===== src/rtl/temperature_pkg.sv =====
// Purpose: shared constants and FSM state type for the sensor acquisition block.
// Latency: n/a (types and constants only).
// Backpressure: n/a.
package temperature_pkg;

    localparam int NUM_SENSORS  = 5;
    localparam int TEMP_W       = 8;
    localparam int SENSOR_IDX_W = 3;
    localparam int CNT_W        = 8;
    localparam logic [TEMP_W-1:0] TEMP_MAX = 8'd125;

    typedef enum logic [2:0] {
        IDLE,
        REQ,
        WAIT,
        NEXT,
        PUBLISH
    } acq_state_t;

endpackage


===== src/rtl/acq_timeout_counter.sv =====
// Purpose: per-sensor response timeout; loadable down-counter with an expiry flag.
// Latency: load takes effect next cycle; zero is combinational from the count.
// Backpressure: none; decrements whenever dec is high and the count is nonzero.
module acq_timeout_counter #(
    parameter int CNT_W = 8
) (
    input  logic             clk,
    input  logic             rst,
    input  logic             load,
    input  logic [CNT_W-1:0] load_val,
    input  logic             dec,
    output logic             zero
);

    logic [CNT_W-1:0] cnt;

    // Reload on request, otherwise count down and stick at zero.
    always_ff @(posedge clk or posedge rst) begin
        if (rst) begin
            cnt <= '0;
        end else if (load) begin
            cnt <= load_val;
        end else if (dec && (cnt != '0)) begin
            cnt <= cnt - 1'b1;
        end
    end

    // High when the decrement in this cycle lands on zero (count is 1 or 0),
    // so a WAIT lasting exactly load_val cycles ends on this flag.
    assign zero = (cnt[CNT_W-1:1] == '0);

endmodule


===== src/rtl/sensor_acquisition.sv =====
// Purpose: polls 5 temperature sensors over a shared req/ack bus and publishes a full frame atomically.
// Latency: 17 cycles start-to-frame_valid when every sensor acks one cycle after req; 5*(TIMEOUT+2)+2 if all time out.
// Backpressure: none downstream; start_i ignored while busy; SENSOR_RANGE_CHECK_EN adds range_err_o and rejects readings > 125.
module sensor_acquisition
    import temperature_pkg::*;
#(
    parameter int TIMEOUT = 16
) (
    input  logic                          clk_i,
    input  logic                          rst_i,
    input  logic                          start_i,
    output logic                          req_o,
    output logic [SENSOR_IDX_W-1:0]       sel_o,
    input  logic                          ack_i,
    input  logic [TEMP_W-1:0]             data_i,
    output logic [NUM_SENSORS*TEMP_W-1:0] sensors_data_o,
    output logic [NUM_SENSORS-1:0]        sensors_en_o,
    output logic                          frame_valid_o,
    output logic                          busy_o
`ifdef SENSOR_RANGE_CHECK_EN
    ,
    output logic                          range_err_o
`endif
);

    localparam logic [CNT_W-1:0]        TIMEOUT_LD = CNT_W'(TIMEOUT);
    localparam logic [SENSOR_IDX_W-1:0] LAST_IDX   = SENSOR_IDX_W'(NUM_SENSORS - 1);

    acq_state_t                    state;
    logic [SENSOR_IDX_W-1:0]       idx;
    logic [NUM_SENSORS*TEMP_W-1:0] shadow_data;
    logic [NUM_SENSORS-1:0]        shadow_en;
    logic                          tmo_zero;
    logic                          in_range;

    acq_timeout_counter #(
        .CNT_W(CNT_W)
    ) u_timeout (
        .clk      (clk_i),
        .rst      (rst_i),
        .load     (state == REQ),
        .load_val (TIMEOUT_LD),
        .dec      (state == WAIT),
        .zero     (tmo_zero)
    );

`ifdef SENSOR_RANGE_CHECK_EN
    // Readings above the plausible maximum indicate a faulty sensor.
    assign in_range = (data_i <= TEMP_MAX);
`else
    assign in_range = 1'b1;
`endif

    // Scan sequencer; req_o/sel_o are registered and raised on entry to REQ
    // so the selected sensor sees the request during the REQ cycle itself.
    always_ff @(posedge clk_i or posedge rst_i) begin
        if (rst_i) begin
            state          <= IDLE;
            idx            <= '0;
            req_o          <= 1'b0;
            sel_o          <= '0;
            shadow_data    <= '0;
            shadow_en      <= '0;
            sensors_data_o <= '0;
            sensors_en_o   <= '0;
            frame_valid_o  <= 1'b0;
            busy_o         <= 1'b0;
`ifdef SENSOR_RANGE_CHECK_EN
            range_err_o    <= 1'b0;
`endif
        end else begin
            frame_valid_o <= 1'b0;
            case (state)
                IDLE: begin
                    if (start_i) begin
                        shadow_en <= '0;
                        idx       <= '0;
                        sel_o     <= '0;
                        req_o     <= 1'b1;
                        busy_o    <= 1'b1;
                        state     <= REQ;
                    end
                end
                REQ: begin
                    state <= WAIT;
                end
                WAIT: begin
                    // An ack on the expiry cycle still wins over the timeout.
                    if (ack_i) begin
                        shadow_data[idx*TEMP_W +: TEMP_W] <= in_range ? data_i : '0;
                        shadow_en[idx]                    <= in_range;
`ifdef SENSOR_RANGE_CHECK_EN
                        if (!in_range) begin
                            range_err_o <= 1'b1;
                        end
`endif
                        req_o <= 1'b0;
                        state <= NEXT;
                    end else if (tmo_zero) begin
                        shadow_data[idx*TEMP_W +: TEMP_W] <= '0;
                        shadow_en[idx]                    <= 1'b0;
                        req_o                             <= 1'b0;
                        state                             <= NEXT;
                    end
                end
                NEXT: begin
                    if (idx == LAST_IDX) begin
                        state <= PUBLISH;
                    end else begin
                        idx   <= idx + 1'b1;
                        sel_o <= idx + 1'b1;
                        req_o <= 1'b1;
                        state <= REQ;
                    end
                end
                PUBLISH: begin
                    sensors_data_o <= shadow_data;
                    sensors_en_o   <= shadow_en;
                    frame_valid_o  <= 1'b1;
                    busy_o         <= 1'b0;
                    state          <= IDLE;
                end
                default: begin
                    state  <= IDLE;
                    req_o  <= 1'b0;
                    busy_o <= 1'b0;
                end
            endcase
        end
    end

endmodule


===== config.mk =====
export PLATFORM = sky130hd
export DESIGN_NAME = sensor_acquisition
export DESIGN_NICKNAME = d
export VERILOG_FILES = /design/src/rtl/temperature_pkg.sv /design/src/rtl/acq_timeout_counter.sv /design/src/rtl/sensor_acquisition.sv
export SDC_FILE = /design/constraint.sdc
export NUM_CORES = 1
export LEC_CHECK = 0
export ABC_AREA = 1
export CELL_PAD_IN_SITES_DETAIL_PLACEMENT = 1
export CELL_PAD_IN_SITES_GLOBAL_PLACEMENT = 2
export CORE_AREA = 2 2 92 161
export DETAILED_ROUTE_END_ITERATION = 6
export DIE_AREA = 0 0 94 163
export GPL_TIMING_DRIVEN = 0
export HOLD_SLACK_MARGIN = 0.1
export PLACE_DENSITY = 0.86
export SETUP_SLACK_MARGIN = 0.02
export SYNTH_ARGS = -nofsm -noshare
export SYNTH_HDL_FRONTEND = slang
export SYNTH_SLANG_ARGS = --single-unit

===== constraint.sdc =====
create_clock -name clk_i -period 6.95 [get_ports clk_i]
set_input_delay 1.39 -clock clk_i [delete_from_list [all_inputs] [get_ports clk_i]]
set_output_delay 1.39 -clock clk_i [all_outputs]
set_load 0.02 [all_outputs]

# After elaboration in Yosys (flattened, before gate mapping)
# Index checks and enable logic that the tools add are counted.
[word_totals]
regBits = 107
out_inout_bits = 51
word_cells = 75
[op_classes]
add_sub_neg = 3
magnitude_cmp = 2
eq_ne = 8
n_shift = 3
n_mux = 27
bitwise_logic = 5
reduce_logical = 17
[op_table]
columns = ["op", "n"]
rows = [
  ["bitwise mux 40 bit", 2],
  ["two-way mux 40 bit", 2],
  ["variable shift 8 x 34 -> 40 bit, first input constant", 1],
  ["variable part select 8 x 34 -> 40 bit", 1],
  ["variable part select 8 x 34 -> 40 bit, first input constant", 1],
  ["negator 6 -> 34 bit", 1],
  ["two-way mux 3 bit", 6],
  ["two-way mux 8 bit", 2],
  ["two-way mux 5 bit", 3],
  ["one-hot mux 3 bit (4 select lines)", 1],
  ["one-hot mux 5 bit (2 select lines)", 1],
  ["nonzero test 2 bit", 4],
  ["nonzero test 8 bit", 1],
  ["subtractor 8 x 1 -> 8 bit, second input constant", 1],
  ["zero test 7 bit", 1],
  ["equality test 3 x 2 -> 1 bit, second input constant", 2],
  ["equality test 3 bit, second input constant", 2],
  ["two-way mux 1 bit", 6],
  ["one-hot mux 3 bit (2 select lines)", 1],
  ["AND reduction 2 bit", 3],
  ["AND reduction 3 bit", 2],
  ["AND 5 bit", 1],
  ["inverter 5 bit", 1],
  ["bitwise OR 5 bit", 1],
  ["15 further kinds", 18],
]

# Depth between registers and ports, before layout
[logic_depth]
word_depth = 9
ltp_mapped = 10
ltp_nobuf = 9

# Hierarchy
# From an unflattened synthesis, not the netlist that was laid out.
[unflattened]
cells_unflattened = 642
area_unflattened_um2 = 5111.2
[modules_own_cells]
columns = ["mod", "instances", "cells_each", "area_each_um2", "seq_area_each_um2"]
rows = [
  ["sensor_acquisition", 1, 555, 4478.0, 2477.4],
  ["acq_timeout_counter", 1, 87, 633.1, 200.2],
]

# Least setup slack after synthesis
# OpenSTA, ideal clock, no wires.
[synth_timing]
path_kind = "input to register"
startpoint = "input ack_i"
endpoint = "register shadow_data[32]"
setup_ns = 0.074
arrival_time_ns = 2.130
required_ns = 6.876
slack_ns = 4.746
cell_stages = 4
path_cell_list = "inv_2 > nor3_1 > nand2_1 > o21ai_2"
[synth_between]
elab_chain_len = 2
elab_cells_between_ends = 3
[synth_rtl]
columns = ["item", "line_no", "text"]
rows = [
  ["start: declaration", "sensor_acquisition.sv:14", "input logic ack_i,"],
  ["nonzero test 2 bit (no line)", "n/a", ""],
  ["AND reduction 2 bit (no line)", "n/a", ""],
  ["end signal: indexed assignment", "sensor_acquisition.sv:90", "shadow_data[idx*TEMP_W +: TEMP_W] <= in_range ? data_i : '0;"],
  ["end: declaration", "sensor_acquisition.sv:31", "logic [NUM_SENSORS*TEMP_W-1:0] shadow_data;"],
]
# Several ways; a longest one is shown, not always the timed one.
# A chain may end at the register's enable or synchronous reset.

==> flow_summary.json <==
{
  "outcome": "completed",
  "syn_inst": 580,
  "cts_resized": 0,
  "grt_pass1_vias": 4451,
  "synth_top_family_by_area": "simple AND/OR/NAND/NOR gates",
  "crit_required_ns": 5.56,
  "vias_per_cell": 4.72,
  "grt_pass1_wl_mm": 22.0,
  "yosysWarningCount": 0,
  "irDropWorstVdd_uv": 200,
  "design_power_total_mw": 2.08,
  "fin_util_pct": 44.5,
  "cts_hold_buf": 0,
  "ys_ff_latch": 107,
  "cts_tree": "yes",
  "wirelength_mm": 13.1,
  "antenna_found_initial": 0,
  "post_drt_wl_per_cell_um": 15.7,
  "relSlewSlack_pct": 54.2,
  "dp_hpwl_mm": 10.2,
  "criticalPathCategory": "reg2out",
  "crit_fanout": 11,
  "io_buffers": 62,
  "row_count": 58,
  "path_clk_slew_ns": 0.08,
  "mappedNetlistArea_um2": 5120,
  "grt_overflow": 0,
  "worstPathCellList": "clkdlybuf4s50_1",
  "fmax_ghz": 0.323,
  "cts_setup_buffers": 0,
  "start_kind": "flop",
  "drive_above_1_share_pct": 18.8,
  "die-area_um2": 15300,
  "synthAdderAreaFrac_pct": 2.44,
  "skew_ns": 0.00979,
  "synth_mux_area_share_pct": 0,
  "syn_nets": 602,
  "cts_sinks": 107,
  "synth_xor_area_share_pct": 0.855,
  "hold_class": "reg2reg",
  "slew_viol_final": 0,
  "core_area_um2": 14200,
  "drt_pass1_iterations": 4,
  "die_h_um": 163,
  "hold_viol": 0,
  "critical_path.max_stage_delay_ns": 0.71,
  "crit_buf_inv": 1,
  "cts_made_buffers": 9,
  "place_congestion": 0.749,
  "fin_nets": 676,
  "ant_nets": 0,
  "power_density_nw_per_um2": 331,
  "endpoint_kind": "primary output",
  "p_leak_nw": 3.04,
  "clk-insertion-delay-late_ns": 0.35,
  "post-route-min-period_ns": 3.10,
  "fin_tns_setup_ns": 0,
  "fp.dieW_um": 94,
  "whs_ns": 0.472,
  "yosys.area_share.simple_pct": 30.8,
  "route.detailed.drc": 0,
  "start_util_pct": 36.2,
  "final.period_utilization_pct": 44.6,
  "yosys.cell_types.count": 29,
  "drt_iter0_markers": 95,
  "cap_viol_max_count": 0,
  "setup_viol": 0,
  "worstPathArrival_ns": 1.71,
  "clockBufferDepth": 2,
  "diodes": 0,
  "slowest_stage": "clkdlybuf4s50_1",
  "syn2layout_area_growth_pct": 22.9,
  "grt.total_usage_pct": 18.5,
  "fillers": 1672,
  "crit_family": "buffers and inverters",
  "ctsRootBufferMaster": "clkbuf_16",
  "ioPinCount": 63,
  "dr_total_vias": 3956,
  "yosysSeqAreaShare_pct": 52.3,
  "worst_pin_slew_ns": 0.682,
  "synth_compound_area_share_pct": 8.26,
  "grt_max_degree": 68,
  "htree_num_levels": 3,
  "avgSynthCellArea_um2": 8.83,
  "rsz0062_at_grt": "no"
}
## power by group
| part | total [mW] | switching, mW | internal, mW | leakage [nW] |
|---|---|---|---|---|
| combinational | 0.768 | 0.517 | 0.251 | 1.43 |
| sequential | 0.792 | 0.0871 | 0.705 | 1.47 |
| clock | 0.523 | 0.240 | 0.283 | 0.140 |
## state kept, by name (all words and copies together), names as in the netlist
signal,flops
frame_valid_o,1
sensors_en_o,5
shadow_en,5
idx,3
shadow_data,40
u_timeout.cnt,8
state,3
busy_o,1
sensors_data_o,40
req_o,1
## area by class of cell
class                      count  area [um2]  area share (%)
sequential                   107        2680            42.5
multi-input combinational    418        2170            34.5
timing repair buffer          63         648            10.3
clock buffer                   9         225            3.58
tap                          180         225            3.58
inverter                      38         155            2.46
buffer                        17         123            1.95
clock inverter                 6        73.8            1.17
## synth_stat cells
| master | n | area [um2] |
|---|---|---|
| nand2_1 | 257 | 965 |
| dfrtp_1 | 107 | 2680 |
| o21ai_2 | 40 | 350 |
| inv_1 | 27 | 101 |
| nor2_1 | 23 | 86.3 |
| nand3_1 | 19 | 95.1 |
| nand2_2 | 12 | 75.1 |
| buf_2 | 11 | 55.1 |
| ha_1 | 10 | 125 |
| nor2_2 | 10 | 62.6 |
| inv_2 | 8 | 30.0 |
| nand4_1 | 7 | 43.8 |
| nor2_4 | 7 | 78.8 |
| o21ai_0 | 7 | 35.0 |
| buf_6 | 6 | 67.6 |
| a21oi_1 | 5 | 25.0 |
| nand3_4 | 5 | 87.6 |
| xor2_1 | 4 | 35.0 |
| inv_4 | 2 | 12.5 |
| nand3_2 | 2 | 20.0 |
| nor3_1 | 2 | 10.0 |
| o22ai_1 | 2 | 12.5 |
| and3_1 | 1 | 6.26 |
| inv_6 | 1 | 8.76 |
| nand2_4 | 1 | 11.3 |
| nand2_8 | 1 | 20.0 |
| nor3_2 | 1 | 10.0 |
| or2_1 | 1 | 6.26 |
| xnor2_1 | 1 | 8.76 |
## layout by cell type, fill, tap and decap left out, types with 3 or more instances in the layout
cell             instances
nand2_1                257
dfrtp_1                107
clkdlybuf4s50_1         62
o21ai_2                 40
inv_1                   26
nor2_1                  23
nand3_1                 19
nand2_2                 12
buf_2                   11
nor2_2                  10
ha_1                    10
clkbuf_16                9
inv_2                    8
nor2_4                   7
nand4_1                  7
o21ai_0                  7
buf_6                    6
nand3_4                  5
a21oi_1                  5
xor2_1                   4
inv_6                    3
inv_4                    3
## per-layer routing
layer	vias up	routed length, um	track usage [%]	share of wire (%)
li1	1955	-	-	-
met2	51	7580	36.5	58
met4	0	365	6.65	2.8
met1	1934	4870	19.3	37
met5	-	0	0	0
met3	16	308	2.64	2.3
## path summary, 6_finish.rpt
path | startpoint | to | slack [ns] | depth (start not counted)
min in group asynchronous | rst_i | sensors_data_o[24] | 1.44 | 2
hold reg to reg | shadow_data[27] | sensors_data_o[27] | 0.47 | 2
setup reg to reg | idx[0] | shadow_data[38] | 4.38 | 7
hold / removal | shadow_data[27] | sensors_data_o[27] | 0.47 | 2
max in group asynchronous | rst_i | sensors_en_o[1] | 4.78 | 3
setup / recovery | idx[0] | sel_o[0] | 3.85 | 1
## logic make-up (layout without fill, tap and decap cells)
kind of cell / Yosys count / after routing
adders and majority gates: 10 / 10
DFF: 107 / 107
AOI/OAI and AO/OA: 54 / 54
buffers and inverters: 55 / 133
xor gates and xnor gates: 5 / 5
and+or+nand+nor: 349 / 349
## stage by stage
step                setup WS, ns  cell area (um2)  cells
floorplan                   2.74             5120    580
global placement            1.21             5970    822
detailed placement          3.88             6000    823
CTS                         3.84             6300    838
global route                3.79             6300    838
finish                      3.85             6300    838
Power figures use the tool's default switching activity.
